### src/rtl/rf_pkg.sv
// Shared widths and types for the datapath register file.
package rf_pkg;

   localparam int unsigned RF_DATA_W = 8;
   localparam int unsigned RF_ADDR_W = 3;
   localparam int unsigned RF_DEPTH  = 2 ** RF_ADDR_W;

   typedef logic [RF_DATA_W-1:0] rf_data_t;
   typedef logic [RF_ADDR_W-1:0] rf_adr_t;

endpackage

### src/rtl/rf_cell.sv
// One register of the file: synchronous active-high clear, load on we.
module rf_cell
   import rf_pkg::*;
#(
   parameter int unsigned DATA_W = RF_DATA_W
) (
   input  logic              clk,
   input  logic              rst,
   input  logic              we,
   input  logic [DATA_W-1:0] d,
   output logic [DATA_W-1:0] q
);

   logic [DATA_W-1:0] val_d, val_q;

   always_comb begin
      val_d = val_q;
      if (we) val_d = d;
   end

   always_ff @(posedge clk) begin
      if (rst) val_q <= '0;
      else     val_q <= val_d;
   end

   assign q = val_q;

endmodule

### src/rtl/reg_file.sv
// 8x8 register file: synchronous write, combinational read, single shared address.
// Optional write-data forwarding to data_out when RF_WR_BYPASS_EN is defined.
module reg_file
   import rf_pkg::*;
#(
   parameter int unsigned DATA_W = RF_DATA_W,
   parameter int unsigned ADDR_W = RF_ADDR_W
) (
   input  logic              clk,
   input  logic              rst,
   input  logic              ce,
   input  logic [ADDR_W-1:0] reg_adr,
   input  logic [DATA_W-1:0] data_in,
   output logic [DATA_W-1:0] data_out
);

   localparam int unsigned DEPTH = 2 ** ADDR_W;

   logic [DEPTH-1:0]  we_vec;
   logic [DATA_W-1:0] cell_q [DEPTH];
   logic [DATA_W-1:0] rd_data;

   always_comb begin
      we_vec = '0;
      for (int unsigned i = 0; i < DEPTH; i++) begin
         we_vec[i] = ce && (reg_adr == ADDR_W'(i));
      end
   end

   for (genvar g = 0; g < DEPTH; g++) begin : g_cell
      rf_cell #(.DATA_W(DATA_W)) u_cell (
         .clk (clk),
         .rst (rst),
         .we  (we_vec[g]),
         .d   (data_in),
         .q   (cell_q[g])
      );
   end

   assign rd_data = cell_q[reg_adr];

`ifdef RF_WR_BYPASS_EN
   // A reset edge discards the pending write, so it must not be forwarded either.
   assign data_out = (ce && !rst) ? data_in : rd_data;
`else
   assign data_out = rd_data;
`endif

endmodule

### config.mk
export PLATFORM = sky130hd
export DESIGN_NAME = reg_file
export DESIGN_NICKNAME = d
export VERILOG_FILES = /design/src/rtl/rf_pkg.sv /design/src/rtl/rf_cell.sv /design/src/rtl/reg_file.sv
export SDC_FILE = /design/constraint.sdc
export NUM_CORES = 1
export LEC_CHECK = 0
export BUFFER_PORTS_ARGS = -buffer_cell sky130_fd_sc_hd__buf_4
export CAP_MARGIN = 20
export CORE_ASPECT_RATIO = 0.7
export CORE_MARGIN = 10
export CORE_UTILIZATION = 64
export DETAILED_ROUTE_END_ITERATION = 12
export PLACE_DENSITY_LB_ADDON = 0.25
export SKIP_CTS_REPAIR_TIMING = 1
export SLEW_MARGIN = 20
export SYNTH_ARGS = -nofsm -noshare
export SYNTH_HDL_FRONTEND = slang
export SYNTH_SLANG_ARGS = --single-unit
### constraint.sdc
create_clock -name clk -period 2.1 [get_ports clk]
set_input_delay 0.21 -clock clk [delete_from_list [all_inputs] [get_ports clk]]
set_output_delay 0.21 -clock clk [all_outputs]
set_load 0.01 [all_outputs]
==> run summary, run 1 <==
Seq/Total Area, Yosys -> 44.0%
final slew viol count -> 0
initial detailed-routing violation count -> 172
multi-input logic area -> 0.00148 mm2
most common cell after layout, fill and taps aside -> nand2_1
Setup violations, final -> 0
fin crit share -> 86.8%
initial core utilization -> 66.8%
f_max -> 548 MHz
Tmin final -> 1.82 ns
crit path max fanout -> 29
outcome -> complete, no violations
top cell type's share of synthesized area -> 44.0%
pre-CTS setup slack -> 0.291 ns
global route overflow -> 0
CP most frequent cell -> buf_4
largest net degree at the start of global routing -> 65
Synth Area in Compound Gates -> 6.88%
initial antenna violation count -> 0
largest vdd supply drop -> 0.508 mV
global-route wire length before repair -> 11.1 mm
CP cell instances -> buf_4 > mux4_1 > mux2_2 > buf_4
Synth Area per Inst -> 9.66 um2
Min-Delay Path Class -> in -> reg
RSZ-0062 raised after global routing -> no
Buf+Inv Stages, Crit Path -> 2
CP delay by family, top -> multiplexers
# nets final -> 319
clk buf depth -> 2
routed wire length -> 6.76 mm
critical path class -> in -> out
Seq. cell area -> 0.00128 mm2
CTS H-Tree Depth -> 3
drt pass-1 iters -> 4
Worst-path clk slew -> 0.06 ns
flops & latches, synth -> 64
largest family of logic cells by synthesized area -> multiplexers
clock skew -> 0 ns
vias per inst -> 5.99
total core area -> 0.00435 mm2
DRC Markers -> 0
post-synthesis simple-gate area fraction -> 18.2%
Slew HR -> 54.7%
mux cell area share after synthesis -> 25.4%
worst-margin pin slew -> 0.676 ns
flip-flop count of the largest register after layout -> 64
Tot GR Track Use -> 18.2%
via count -> 2186
largest stage delay on the critical path -> 0.61 ns
die area -> 0.00768 mm2
CTS tree -> built
Post-Synth Adder-Cell Area -> 0%
Static Leak -> 1.21 nW
post-synth top area cell -> dfxtp_1
# fillers -> 326
Ports -> 22
Warnings, synthesis -> 0
post-synth net total -> 315
fraction of layout cells with a size suffix above 1 -> 17.4%
Synth area leaders -> dfxtp_1 44%, mux4_1 12%, nand2_1 10%, mux2i_1 8.3%, a21oi_1 6.9%
root buf cell -> clkbuf_8
mapped cell area -> 0.00291 mm2
port bufs -> 21
most frequent cells in the layout -> 80 x nand2_1, 64 x dfxtp_1, 40 x a21oi_1
final worst setup slack -> 0.277 ns
Worst-Skew Late Latency -> 0.34 ns
CP required -> 1.89 ns
XOR/XNOR share of the synthesized area -> 0%
Worst EP arrival -> 1.61 ns
clk sinks -> 64
vias in the first global route -> 2148
# rows -> 20
Final TNS setup -> 0 ns
slowest stage cell, crit path -> mux4_1
WL/cell -> 18.5 um
synth-to-layout area growth -> 10.6%
antenna-violating nets left -> 0
Max Cap Viol -> 0
crit end category -> output port
Final Hold Vio Count -> 0
Synth cell types -> 21
die span in y -> 76.4 um
GP Congestion -> 0.780
Mapped Cells -> 301
CTS Buf Count -> 9
n_diodes -> 0
die width -> 101 um
Startpoint Class -> input pin
Power Density -> 782 mW/mm2
DP Wirelength -> 4.21 mm
==> cell families after synthesis <==
logic type | Yosys count
compound gates | 40
buf+inv | 32
mux | 48
simple gates | 117
flops | 64
==> routing by layer <==
metal | vias up | GRT usage, % | wire length (um)
li1 | 1056 | - | -
met1 | 1041 | 22.4 | 2850
met2 | 81 | 28.2 | 3190
met3 | 8 | 6.70 | 644
met4 | 0 | 6.62 | 74
met5 | - | 0 | 0
==> layout make-up <==
class / instances / share of cell area, %
Sequential cell: 64 / 39.8
Timing Repair Buffer: 25 / 5.83
Clock inverter: 2 / 1.17
Tap cell: 55 / 2.14
Multi-Input combinational cell: 205 / 46.0
Clock buffer: 14 / 5.05
==> where the power goes <==
group	total (mW)	switching [mW]	internal (mW)
Sequential	1.25	0.0127	1.24
Combinational	0.198	0.116	0.0814
Clock	1.07	0.452	0.615
Total	2.52	0.581	1.94
==> cells in the mapped netlist <==
library cell	count
buf_1	4
buf_6	2
nor2_1	24
dfxtp_1	64
and4b_1	3
nand2_1	80
mux4_2	3
buf_4	5
nor4b_4	1
nand4b_1	3
nor4bb_1	2
mux2_2	8
clkbuf_1	16
and4bb_2	1
or4b_2	1
buf_2	5
and4_1	1
mux2i_1	24
mux4_1	13
a21oi_1	40
nand4_1	1
==> worst paths after layout <==
path                                           start                            endpoint  slack, ns  cells past startpoint
setup / recovery                          reg_adr[2]                         data_out[4]       0.28                      4
hold / removal                            data_in[6]  g_cell[5].u_cell.q[6]$_SDFFE_PP0P_       0.17                      3
setup reg to reg  g_cell[3].u_cell.q[7]$_SDFFE_PP0P_  g_cell[3].u_cell.q[7]$_SDFFE_PP0P_       1.46                      2
hold reg to reg   g_cell[0].u_cell.q[3]$_SDFFE_PP0P_  g_cell[0].u_cell.q[3]$_SDFFE_PP0P_       0.45                      2
==> tightest hold or removal path, stage by stage <==
cell	delay (ns)
buf_4	0.14
nand2_1	0.05
a21oi_1	0.05
==> per-stage QoR <==
step / utilization [%] / hold slack, ns / area, um2 / total power, mW / cells
after global routing: 73.9 / 0.161 / 3220 / 2.62 / 365
after detailed placement: 69.3 / 0.445 / 3020 / 1.48 / 349
final: 73.9 / 0.166 / 3220 / 2.52 / 365
after global placement: 69.3 / 0.439 / 3020 / 1.47 / 349
after floorplan: - / 0.432 / 2910 / 1.42 / 301
after CTS: 73.9 / 0.155 / 3220 / 2.53 / 365
No activity file was read; power rests on OpenSTA's default activity.
==> run 2: changes to the inputs <==
--- a/config.mk
+++ b/config.mk
@@ -9,7 +9,7 @@
 export CAP_MARGIN = 20
 export CORE_ASPECT_RATIO = 0.7
 export CORE_MARGIN = 10
-export CORE_UTILIZATION = 64
+export CORE_UTILIZATION = 59
 export DETAILED_ROUTE_END_ITERATION = 12
 export PLACE_DENSITY_LB_ADDON = 0.25
 export SKIP_CTS_REPAIR_TIMING = 1
==> constraint.sdc (replaced) <==
create_clock -name clk -period 1.8 [get_ports clk]
set_input_delay 0.36 -clock clk [delete_from_list [all_inputs] [get_ports clk]]
set_output_delay 0.36 -clock clk [all_outputs]
set_load 0.01 [all_outputs]
==> run 2 against run 1 <==
Against the previous run: via count rose by 3.8%; routed wire length grew 8.2%; worst hold slack better by 0.14 ns; clock power is 21% higher; sequential share of layout area is 2.4 points lower; largest cell class unchanged; largest power group unchanged; non-clock buffer count grew 23; die area increased by 6.5%; total power increased by 21%; global-route usage is 0.49 points lower; the flow now finishes with violations (negative setup slack).
==> run summary, run 2 (synthesized netlist as in run 1, its figures left out) <==
RSZ-0062 raised after global routing -> yes
drt pass-1 iters -> 4 (unchanged)
Setup violations, final -> 8 (+8)
Worst-Skew Late Latency -> 0.35 ns (about the same)
initial antenna violation count -> 0 (unchanged)
Startpoint Class -> register
root buf cell -> clkbuf_8
Max Cap Viol -> 0 (unchanged)
Ports -> 22 (unchanged)
routed wire length -> 7.31 mm (+8.2%)
# rows -> 21 (+5.0%)
Worst EP arrival -> 1.55 ns (-0.06 ns)
outcome -> complete, but fails checks
final worst setup slack -> -0.114 ns (-0.390 ns)
Tmin final -> 1.91 ns
Final Power -> 3.03 mW (+21%)
most common cell after layout, fill and taps aside -> nand2_1
final cell count without fillers -> 401 (+9.9%)
clk buf depth -> 2 (unchanged)
f_max -> 523 MHz
final hold slack -> 0.304 ns (+0.137 ns)
largest vdd supply drop -> 0.606 mV (+19%)
dpl cells -> 385 (+10%)
DRC Markers -> 0 (unchanged)
global route overflow -> 0 (unchanged)
most frequent cells in the layout -> 80 x nand2_1, 51 x dfxtp_1, 40 x a21oi_1
vias per inst -> 5.66 (-5.5%)
DP Wirelength -> 4.69 mm (+11%)
die span in y -> 78.8 um (+3.1%)
critical path class -> reg -> out
pre-CTS setup slack -> -0.264 ns (-0.555 ns)
antenna-violating nets left -> 0 (unchanged)
worst-margin pin slew -> 0.450 ns (-0.226 ns)
Final Hold Vio Count -> 0 (unchanged)
worst r2r path cells -> 3 (+1)
total core area -> 0.00478 mm2 (+9.8%)
Min-Delay Path Class -> in -> reg
CTS tree -> built
via count -> 2270 (+3.8%)
synth-to-layout area growth -> 19.1%
Static Leak -> 1.28 nW (+6.2%)
WL/cell -> 18.2 um (-1.5%)
CTS Buf Count -> 9 (unchanged)
GP Congestion -> 0.797 (+2.2%)
global-route wire length before repair -> 11.4 mm (+3.4%)
die area -> 0.00818 mm2 (+6.5%)
CP required -> 1.44 ns (-0.45 ns)
fraction of layout cells with a size suffix above 1 -> 31.3% (+14 points)
Power Density -> 876 mW/mm2 (+12%)
Slew HR -> 70.0% (+15 points)
flip-flop count of the largest register after layout -> 64 (unchanged)
hold path depth -> 3 (unchanged)
crit end category -> output port
n_diodes -> 0 (unchanged)
initial detailed-routing violation count -> 178 (+3.5%)
clk sinks -> 64 (unchanged)
crit path max fanout -> 2 (-93%)
CTS H-Tree Depth -> 3 (unchanged)
port bufs -> 21 (unchanged)
# nets final -> 342 (+7.2%)
failing checks -> negative setup slack
vias in the first global route -> 2177 (+1.4%)
die width -> 104 um (+3.3%)
initial core utilization -> 60.8% (-6.0 points)
largest net degree at the start of global routing -> 65 (unchanged)
# fillers -> 370 (+13%)
fin crit share -> 106%
Worst-path clk slew -> 0.07 ns (about the same)
clock skew -> 0 ns (unchanged)
final slew viol count -> 0 (unchanged)
Tot GR Track Use -> 17.7% (-0.49 points)
==> run 2: report_power, final <==
| group | switching (mW) | internal [mW] |
|---|---|---|
| combinational | 0.150 | 0.130 |
| sequential | 0.0165 | 1.45 |
| clock | 0.550 | 0.740 |
| total | 0.716 | 2.32 |
==> run 2: final timing paths <==
kind / start / end / slack, ns
worst min-delay path: data_in[5] / g_cell[6].u_cell.q[5]$_SDFFE_PP0P_ / 0.30
worst min register to register: g_cell[6].u_cell.q[3]$_SDFFE_PP0P_ / g_cell[6].u_cell.q[3]$_SDFFE_PP0P_ / 0.46
worst max-delay path: g_cell[6].u_cell.q[5]$_SDFFE_PP0P_ / data_out[5] / -0.11
worst max register to register: g_cell[7].u_cell.q[3]$_SDFFE_PP0P_ / g_cell[7].u_cell.q[3]$_SDFFE_PP0P_ / 1.11
==> run 2: critical path, cell delays in order, from the launching register on <==
cell and delay, ns:
dfxtp_2 0.33, mux4_2 0.46, mux2_4 0.29, buf_6 0.12
==> run 2: cell type report <==
class / count / area [um2] / area share [%]
Clock inverter: 3 / 40.0 / 1.16
Sequential cell: 64 / 1300 / 37.5
Clock buffer: 12 / 165 / 4.77
Tap cell: 69 / 86.3 / 2.49
Timing Repair Buffer: 48 / 410 / 11.8
Multi-Input combinational cell: 205 / 1470 / 42.3
==> run 2: metrics by stage <==
| stage | setup TNS (ns) | cell area (um2) | utilization, % |
|---|---|---|---|
| after CTS | -1.79 | 3420 | 71.5 |
| after floorplan | 0 | 2910 | - |
| after global routing | -1.15 | 3460 | 72.4 |
| after detailed placement | -2.58 | 3210 | 67.2 |
| final | -0.773 | 3460 | 72.4 |
| after global placement | -2.09 | 3210 | 67.2 |
==> run 2: per-layer routing <==
metal  up-vias  global-route usage (%)  share of wire [%]
met4         0                    6.37                1.6
met3        14                    6.37                7.9
met1      1084                    22.1                 45
li1       1085                       -                  -
met2        87                    27.8                 46
met5         -                       0                  0
